==> src/rtl/rv_mem_arbiter_pkg.sv <==
// Shared types for the unified memory port arbiter: FSM state encoding and
// grant owner IDs.
package rv_pkg;

    typedef enum logic [1:0] {
        ST_IDLE  = 2'd0,
        ST_ISSUE = 2'd1,
        ST_WAIT  = 2'd2
    } state_t;

    localparam logic GNT_IF = 1'b0;
    localparam logic GNT_D  = 1'b1;

endpackage

==> src/rtl/rv_mem_arbiter_prio.sv <==
// Fetch/data priority select: data wins by default, fetch is forced through
// after STARVE_LIMIT consecutive data wins over a pending fetch.
module rv_arb_prio
    import rv_pkg::*;
#(
    parameter int STARVE_LIMIT = 4
) (
    input  logic clk,
    input  logic rstn,
    input  logic i_en,
    input  logic i_if_valid,
    input  logic i_d_valid,
    output logic grant_if,
    output logic grant_d
);

    localparam int CW = $clog2(STARVE_LIMIT + 1);

    logic [CW-1:0] r_starve_cnt;
    logic          w_starved;
    logic          w_both;

    assign w_both    = i_if_valid & i_d_valid;
    assign w_starved = (r_starve_cnt >= CW'(STARVE_LIMIT));
    assign grant_if  = i_en & i_if_valid & (~i_d_valid | w_starved);
    assign grant_d   = i_en & i_d_valid & ~(i_if_valid & w_starved);

    // Only a contested data win counts toward starvation.
    always_ff @(posedge clk or negedge rstn) begin
        if (!rstn) begin
            r_starve_cnt <= '0;
        end else if (grant_if) begin
            r_starve_cnt <= '0;
        end else if (grant_d && w_both) begin
            r_starve_cnt <= r_starve_cnt + 1'b1;
        end
    end

endmodule

==> src/rtl/rv_mem_arbiter.sv <==
// Shares one memory port between instruction fetch and load/store, one
// transaction outstanding at a time, with a response timeout.
//   state | meaning
//   IDLE  | no transaction; requests accepted, responses delivered here
//   ISSUE | m_req_valid held with latched request until m_req_ready
//   WAIT  | awaiting m_rsp_valid, timeout counter running
module rv_mem_arbiter
    import rv_pkg::*;
#(
    parameter int AW           = 64,
    parameter int DW           = 64,
    parameter int STARVE_LIMIT = 4,
    parameter int TIMEOUT      = 255
) (
    input  logic            clk,
    input  logic            rstn,
    input  logic            if_req_valid,
    output logic            if_req_ready,
    input  logic [AW-1:0]   if_req_addr,
    output logic            if_rsp_valid,
    output logic [31:0]     if_rsp_data,
    output logic            if_rsp_err,
    input  logic            d_req_valid,
    output logic            d_req_ready,
    input  logic [AW-1:0]   d_req_addr,
    input  logic            d_req_we,
    input  logic [DW-1:0]   d_req_wdata,
    input  logic [DW/8-1:0] d_req_wstrb,
    output logic            d_rsp_valid,
    output logic [DW-1:0]   d_rsp_rdata,
    output logic            d_rsp_err,
    output logic            m_req_valid,
    input  logic            m_req_ready,
    output logic [AW-1:0]   m_req_addr,
    output logic            m_req_we,
    output logic [DW-1:0]   m_req_wdata,
    output logic [DW/8-1:0] m_req_wstrb,
    input  logic            m_rsp_valid,
    input  logic [DW-1:0]   m_rsp_rdata,
    output logic            busy,
    output logic            grant_id
);

    localparam int TW = $clog2(TIMEOUT + 1);

    state_t            r_state;
    state_t            w_next_state;
    logic              w_grant_if;
    logic              w_grant_d;
    logic              w_accept;
    logic              w_tmo_hit;
    logic              w_done;
    logic [31:0]       w_fetch_word;
    logic [AW-1:0]     r_addr;
    logic              r_we;
    logic [DW-1:0]     r_wdata;
    logic [DW/8-1:0]   r_wstrb;
    logic              r_gnt;
    logic [TW-1:0]     r_tmo;
    logic              r_if_rsp_valid;
    logic [31:0]       r_if_rsp_data;
    logic              r_if_rsp_err;
    logic              r_d_rsp_valid;
    logic [DW-1:0]     r_d_rsp_rdata;
    logic              r_d_rsp_err;

    rv_arb_prio #(.STARVE_LIMIT(STARVE_LIMIT)) u_prio (
        .clk        (clk),
        .rstn       (rstn),
        .i_en       (r_state == ST_IDLE),
        .i_if_valid (if_req_valid),
        .i_d_valid  (d_req_valid),
        .grant_if   (w_grant_if),
        .grant_d    (w_grant_d)
    );

    assign w_accept     = w_grant_if | w_grant_d;
    // Leaving at TIMEOUT-1 means the counter reaches TIMEOUT on the exit edge.
    assign w_tmo_hit    = (r_tmo == TW'(TIMEOUT - 1));
    assign w_done       = (r_state == ST_WAIT) && (m_rsp_valid || w_tmo_hit);
    assign w_fetch_word = r_addr[2] ? m_rsp_rdata[63:32] : m_rsp_rdata[31:0];

    always_ff @(posedge clk or negedge rstn) begin
        if (!rstn) begin
            r_state <= ST_IDLE;
        end else begin
            r_state <= w_next_state;
        end
    end

    always_comb begin
        w_next_state = r_state;
        m_req_valid  = 1'b0;
        case (r_state)
            ST_IDLE:  if (w_accept) w_next_state = ST_ISSUE;
            ST_ISSUE: begin
                m_req_valid = 1'b1;
                if (m_req_ready) w_next_state = ST_WAIT;
            end
            ST_WAIT:  if (w_done) w_next_state = ST_IDLE;
            default:  w_next_state = ST_IDLE;
        endcase
    end

    always_ff @(posedge clk or negedge rstn) begin
        if (!rstn) begin
            r_addr         <= '0;
            r_we           <= 1'b0;
            r_wdata        <= '0;
            r_wstrb        <= '0;
            r_gnt          <= GNT_IF;
            r_tmo          <= '0;
            r_if_rsp_valid <= 1'b0;
            r_if_rsp_data  <= '0;
            r_if_rsp_err   <= 1'b0;
            r_d_rsp_valid  <= 1'b0;
            r_d_rsp_rdata  <= '0;
            r_d_rsp_err    <= 1'b0;
        end else begin
            r_if_rsp_valid <= 1'b0;
            r_d_rsp_valid  <= 1'b0;
            if (r_state == ST_IDLE && w_accept) begin
                r_gnt   <= w_grant_d ? GNT_D : GNT_IF;
                r_addr  <= w_grant_d ? d_req_addr : if_req_addr;
                r_we    <= w_grant_d & d_req_we;
                r_wdata <= w_grant_d ? d_req_wdata : '0;
                r_wstrb <= w_grant_d ? d_req_wstrb : '0;
            end
            if (r_state == ST_ISSUE && m_req_ready) begin
                r_tmo <= '0;
            end else if (r_state == ST_WAIT) begin
                r_tmo <= r_tmo + 1'b1;
            end
            // A response arriving on the timeout cycle still counts as success.
            if (w_done) begin
                if (r_gnt == GNT_D) begin
                    r_d_rsp_valid <= 1'b1;
                    r_d_rsp_rdata <= (m_rsp_valid && !r_we) ? m_rsp_rdata : '0;
                    r_d_rsp_err   <= ~m_rsp_valid;
                end else begin
                    r_if_rsp_valid <= 1'b1;
                    r_if_rsp_data  <= m_rsp_valid ? w_fetch_word : 32'h0;
                    r_if_rsp_err   <= ~m_rsp_valid;
                end
            end
        end
    end

    assign if_req_ready = w_grant_if;
    assign d_req_ready  = w_grant_d;
    assign if_rsp_valid = r_if_rsp_valid;
    assign if_rsp_data  = r_if_rsp_data;
    assign if_rsp_err   = r_if_rsp_err;
    assign d_rsp_valid  = r_d_rsp_valid;
    assign d_rsp_rdata  = r_d_rsp_rdata;
    assign d_rsp_err    = r_d_rsp_err;
    assign m_req_addr   = r_addr;
    assign m_req_we     = r_we;
    assign m_req_wdata  = r_wdata;
    assign m_req_wstrb  = r_wstrb;
    assign busy         = (r_state != ST_IDLE);
    assign grant_id     = r_gnt;

endmodule
==> config.mk <==
export PLATFORM = sky130hd
export DESIGN_NAME = rv_mem_arbiter
export DESIGN_NICKNAME = d
export VERILOG_FILES = /design/src/rtl/rv_mem_arbiter_pkg.sv /design/src/rtl/rv_mem_arbiter_prio.sv /design/src/rtl/rv_mem_arbiter.sv
export SDC_FILE = /design/constraint.sdc
export NUM_CORES = 1
export LEC_CHECK = 0
export CAP_MARGIN = 5
export CELL_PAD_IN_SITES_DETAIL_PLACEMENT = 1
export CELL_PAD_IN_SITES_GLOBAL_PLACEMENT = 1
export CORE_AREA = 2 2 201 203
export DETAILED_ROUTE_END_ITERATION = 10
export DIE_AREA = 0 0 203 205
export GPL_TIMING_DRIVEN = 0
export PLACE_DENSITY = 0.84
export SLEW_MARGIN = 10
export SYNTH_ARGS = -nofsm -noshare
export SYNTH_HDL_FRONTEND = slang
export SYNTH_SLANG_ARGS = --single-unit
==> constraint.sdc <==
create_clock -name clk -period 1.9 [get_ports clk]
set_clock_uncertainty 0.05 [all_clocks]
set_input_delay 0.38 -clock clk [delete_from_list [all_inputs] [get_ports clk]]
set_output_delay 0.38 -clock clk [all_outputs]
set_load 0.03 [all_outputs]
==> results.toml, run 1 <==
[clock_network]
cts_tree = "built"
h-tree-depth = 1
cts_inserted_buffers = 31
clock_latency_ns = 0.59
clkTransAtPathRegs_ns = 0.06
cts.sinks = 251
cts_max_path_buffers = 3
cts-root-buf = "clkbuf_16"

[logic_synthesis]
postSynthAreaPerCell_um2 = 10.5
synth_edf_count = 0
postSynth.asyncResetShare_pct = 100
synth_top_cell_area_share_pct = 55.2
synth_nets = 1353
synth_largest_area_cell = "dfrtp_1"
ys_seq_area_share_pct = 55.2
ys_types = 36
syn-cell-area_um2 = 11400
synth_flop_cell = "dfrtp_1"
synthTopCellsByArea = "dfrtp_1 (55%), o21ai_0 (7.4%), a22o_1 (5.6%)"
yosysWarnings = 0
synth_cells = 1079
ys_ff_latch = 251

[floorplan]
fp.dieArea_um2 = 41600
die_y_um = 205
num_rows = 73
core-area_um2 = 39400
initial_core_util_pct = 28.9
io_pins = 513
die_w_um = 203

[global_route]
met1_usage_pct = 26.1
grt_usage_pct = 24.6
busiest_layer = "met2"
grt_pass1_vias = 12900
antenna_found_initial = 10
grt_pass1_wl_mm = 78.7
use_met2_pct = 44.9
grt_util_met3_pct = 6.65
grt_start_max_net_pins = 104
grt_overflow = 0

[sta]
fin_ws_ns = -0.313
relSlewSlack_pct = 51.7
hold_viol = 0
fin_crit_sh_pct = 116
fmax_mhz = 452
period_needed_ns = 2.21
slew_violations = 0
rsz0062_at_grt = "true"
fin_hold_ws_ns = 0.318
tns_ns = -0.775
setup_violations = 4
worstMarginPinSlew_ns = 0.725

[power_and_ir_drop]
ir_drop_mv = 0.780
power.density_nw_per_um2 = 1610
leakage_nw = 8.50

[final_layout]
drive_gt1_share_pct = 12.8
layout.nets = 1912
n_fill_cell = 4364
final_core_util_pct = 47.0
area_delta_synth_final_pct = 62.6
postLayoutCellArea_um2 = 18500

[drt]
viasPerCell = 5.31
first_pass_iters = 5
wl_mm = 53.0
avgRoutedWirePerCell_um = 24.2
drt_iter0_drc = 511
ant_nets = 0
drc = 0
via_count = 11600

[min_path]
hp-class = "input pin to register"

[critical_path]
r2r_slack_ns = 0.03
crit_type = "register to primary output"
crit_path_end = "if_req_ready"
path_max_fanout = 4
crit_arrival_ns = 1.78
worstSetupEndpointType = "primary output"
worstSetupStartpoint = "r_state[0]"
crit_required_ns = 1.47
critPathLaunchType = "register"
reg2regPathDepth = 7
reg2reg_from = "r_state[0]"
r2r-end = "d_rsp_rdata[15]"

[placed_design]
gp_congestion = 0.925
dpl-instance-area_um2 = 17200
hpwl_mm = 39.6
port_buffers = 512

[outcome]
violations = "setup timing"
status = "finished with violations"

[job]
maxCapViolCount = 0
-- kinds of logic after synthesis --
family                     share of synthesized area [%]
buffers and inverters                               9.31
DFF                                                 55.2
AOI/OAI and AO/OA                                   30.1
adders and majority gates                          0.330
and+or+nand+nor                                     1.79
xor gates and xnor gates                           0.154
muxes                                               3.17
-- layout make-up --
cell class	instances	area (um^2)	area share, %
inverter	170	638	3.45
antenna	5	12.5	0.0676
sequential	251	6280	33.9
tap	525	657	3.55
multi-input combinational	549	4190	22.6
buffer	105	627	3.39
timing repair buffer	530	5050	27.3
clock inverter	9	116	0.629
clock buffer	47	936	5.06
-- report_power, final --
part | switching, mW | internal, mW
combinational | 9.53 | 5.34
sequential | 1.48 | 7.37
clock | 2.46 | 3.66
-- cells in the mapped netlist, types with 2 or more instances --
library cell and count:
a21o_1 2, a21oi_1 3, a22o_1 73, a22oi_1 32
a32oi_1 64, buf_1 10, buf_2 7, clkbuf_1 91
dfrtp_1 251, ha_1 3, inv_1 169, mux2_2 32
nand2_1 5, nand2b_1 2, nand3_1 7, nand3b_1 3
nor2_1 3, nor2b_1 3, o2111ai_1 64, o211ai_1 67
o21ai_0 168, o31ai_1 4, or3_1 2, xor2_1 2
-- registers in the layout (all words and copies together) (netlist names), 2 cells and up --
name and cells:
m_req_wdata 64, r_tmo 8, m_req_addr 64, m_req_wstrb 8, u_prio.r_starve_cnt 3, d_rsp_rdata 64
r_state 2, if_rsp_data 32
-- worst min-delay path by stage --
stage | startpoint | endpoint | slack, ns | depth (start not counted)
detailed placement | rstn | d_rsp_rdata[8] | 0.37 | 1
global route | d_req_addr[58] | m_req_addr[58] | 0.33 | 3
floorplan | rstn | d_rsp_err | 0.03 | 0
global placement | u_prio.r_starve_cnt[1] | u_prio.r_starve_cnt[1] | 0.42 | 2
CTS | d_req_addr[58] | m_req_addr[58] | 0.30 | 3
finish | d_req_addr[47] | m_req_addr[47] | 0.32 | 3
-- critical path: stages, from the launching register on --
cell and delay, ns:
dfrtp_1 0.41, buf_6 0.14, or3b_4 0.42, nor2_4 0.09
buf_6 0.14
-- placed cells by master, fill, tap and decap left out, drive strengths merged --
cell type	synthesis	routed
or4	1	1
a22oi	32	32
a22o	73	73
nand2	5	5
nand4b	1	1
nor2b	3	3
dlygate4sd3	0	1
buf	18	48
dfrtp	251	251
inv	170	171
nor2	3	3
a21boi	1	1
ha	3	3
clkbuf	91	134
a21o	2	2
o2111ai	64	64
bufinv	0	2
xor2	2	2
o21bai	1	1
dlygate4sd2	0	210
nor4bb	1	1
clkinv	0	5
clkdlybuf4s15	0	20
and4b	1	1
clkdlybuf4s50	0	269
nand3b	3	3
nand3	7	7
or3b	2	2
nor4	1	1
nand4	1	1
o31ai	4	4
mux2	32	32
diode	0	5
nand2b	2	2
a32oi	64	64
o211ai	67	67
o21ai	168	168
a21oi	3	3
clkinvlp	0	1
or3	2	2
-- per-layer routing --
| metal | wire length (um) | part of all wire (%) |
|---|---|---|
| met1 | 19200 | 36 |
| met2 | 27000 | 51 |
| met3 | 4090 | 7.7 |
| met4 | 2650 | 5.0 |
| met5 | 84 | 0.16 |
-- per-stage QoR --
step | power (mW) | cells | worst slack [ns]
floorplan | 16.9 | 1079 | 0.0474
global placement | 23.7 | 2116 | -10.89
detailed placement | 24.3 | 2118 | -1.30
CTS | 29.7 | 2181 | -0.354
global route | 31.3 | 2187 | -0.383
finish | 29.8 | 2191 | -0.313
-- repair_timing --
action                     4_1_cts  5_1_grt
hold endpoints to repair        73        0
pin swaps                        4        7
gates resized for setup        368      135
hold buffers                     1        0
setup buffers                    8        7
setup endpoints to repair      448      169
No activity file was read; power rests on OpenSTA's default activity.
==> inputs of run 2 (changes only) <==
CTS_CLUSTER_SIZE = 8   (was not set)
==> run 2 against run 1 <==
  * The run still ends with setup timing left
  * Clock-buffer cell count is 7 lower
  * Wire length is 1.2% lower
  * Register-to-register slack hardly changed
  * Non-clock buffer count is 2 lower
  * Core utilization is 0.36 points lower
  * Global-route usage hardly changed
  * Flip-flop and latch count stayed put
  * Cell count is 0.68% lower
  * First-iteration DRC count is 4.9% lower
  * Sequential power hardly changed
  * Combinational power hardly changed
==> results.toml, run 2 (synthesis results as in run 1) <==
[outcome]
status = "finished with violations"
violations = "setup timing"

[sta]
hold_viol = 0
slew_violations = 0
rsz0062_at_grt = "true"
relSlewSlack_pct = 52.3
worstMarginPinSlew_ns = 0.715
setup_violations = 3
fin_ws_ns = -0.284
fin_crit_sh_pct = 115
period_needed_ns = 2.18
fmax_mhz = 458
tns_ns = -0.621

[floorplan]
die_w_um = 203
fp.dieArea_um2 = 41600
core-area_um2 = 39400
die_y_um = 205
num_rows = 73
io_pins = 513
initial_core_util_pct = 28.9

[final_layout]
layout.nets = 1916
fin_cells = 2176
drive_gt1_share_pct = 11.1
final_core_util_pct = 46.6
postLayoutCellArea_um2 = 18400
mostFrequentLayoutCell = "clkdlybuf4s50_1"
n_fill_cell = 4390
area_delta_synth_final_pct = 61.3
final_cell_mix = "clkdlybuf4s50_1 (268), dfrtp_1 (251), dlygate4sd2_1 (233), inv_1 (166), o21ai_0 (143)"

[critical_path]
crit_type = "register to primary output"
path_max_fanout = 3
crit_arrival_ns = 1.75
crit_required_ns = 1.47
worstSetupEndpointType = "primary output"
critPathLaunchType = "register"

[drt]
via_count = 11700
avgRoutedWirePerCell_um = 24.1
drc = 0
drt_iter0_drc = 486
wl_mm = 52.4
ant_nets = 0
viasPerCell = 5.37
first_pass_iters = 4

[min_path]
hp-class = "input pin to register"

[placed_design]
dpl-instance-area_um2 = 17200
gp_congestion = 0.925
dp_cells = 2118
port_buffers = 512
hpwl_mm = 39.6

[job]
maxCapViolCount = 0

[power_and_ir_drop]
power_mw = 29.4
power.density_nw_per_um2 = 1600
ir_drop_mv = 0.883
leakage_nw = 8.44

[clock_network]
cts_inserted_buffers = 37
cts.sinks = 251
cts_max_path_buffers = 3
clkTransAtPathRegs_ns = 0.05
cts-root-buf = "clkbuf_16"
clock_latency_ns = 0.54
h-tree-depth = 2
cts_tree = "built"

[global_route]
grt_pass1_wl_mm = 78.0
grt_usage_pct = 24.6
grt_overflow = 0
grt_pass1_vias = 12800
grt_start_max_net_pins = 104
antenna_found_initial = 9
-- run 2: changes by cell type in the layout (fill, tap and decap cells not counted), sizes merged, moves of 2 or more --
cell / before / now
dlygate4sd2: 210 / 233
buf: 48 / 41
bufinv: 2 / 0
clkdlybuf4s15: 20 / 5
clkbuf: 134 / 124
clkinv: 5 / 2
-- run 2: where the power goes --
part / total (mW) / internal, mW / switching [mW]
Sequential: 8.82 / 7.38 / 1.44
Clock: 5.96 / 3.53 / 2.43
Combinational: 14.6 / 5.21 / 9.39
-- run 2: layout make-up --
| class | instances | area (um^2) | share of cell area [%] |
|---|---|---|---|
| clock inverter | 2 | 21.3 | 0.116 |
| timing repair buffer | 528 | 5030 | 27.4 |
| multi-input combinational | 549 | 4160 | 22.7 |
| sequential | 251 | 6280 | 34.2 |
| inverter | 170 | 638 | 3.48 |
| tap | 525 | 657 | 3.58 |
| clock buffer | 40 | 958 | 5.22 |
| buffer | 105 | 604 | 3.29 |
| antenna | 6 | 15.0 | 0.0818 |
-- run 2: what timing repair did --
| item | 4_1_cts | 5_1_grt |
|---|---|---|
| setup endpoints to repair | 453 | 182 |
| hold buffers | 1 | 0 |
| hold endpoints to repair | 73 | 0 |
| buffers inserted | 8 | 6 |
| pin swaps | 5 | 9 |
| gates resized for setup | 360 | 82 |
-- run 2: path summary, 6_finish.rpt --
path | slack (ns) | from | end | cells past startpoint
min in group asynchronous | 0.38 | rstn | d_rsp_rdata[8] | 2
worst min-delay path | 0.37 | d_req_addr[58] | m_req_addr[58] | 3
worst max register to register | 0.04 | r_state[0] | if_rsp_data[12] | 7
worst max-delay path | -0.28 | r_state[0] | if_req_ready | 4
max in group asynchronous | 0.42 | rstn | d_rsp_rdata[29] | 3
worst min register to register | 0.44 | m_req_wdata[45] | m_req_wdata[45] | 1
-- run 2: worst max-delay path: stages (launching register included) --
cell and delay, ns:
dfrtp_1 0.41, buf_6 0.14, or3b_4 0.43, nor2_4 0.10, buf_6 0.14
-- run 2: through the flow --
step | worst slack [ns] | hold slack, ns
floorplan | 0.0474 | 0.0344
CTS | -0.323 | 0.340
finish | -0.284 | 0.371
global placement | -10.89 | 0.417
global route | -0.352 | 0.380
detailed placement | -1.30 | 0.366
-- run 2: layer usage --
| layer | vias up | share of wire (%) | GRT usage [%] |
|---|---|---|---|
| met2 | 533 | 51 | 44.4 |
| met5 | - | 0.11 | 0 |
| li1 | 5134 | - | - |
| met1 | 5905 | 37 | 26.7 |
| met3 | 112 | 7.5 | 6.44 |
| met4 | 8 | 4.5 | 12.4 |
==> inputs of run 3 (changes only) <==
CAP_MARGIN = 10   (was 5)
==> results of run 3 <==
Same layout as run 2: the final DEF is identical, and so are final timing and power.
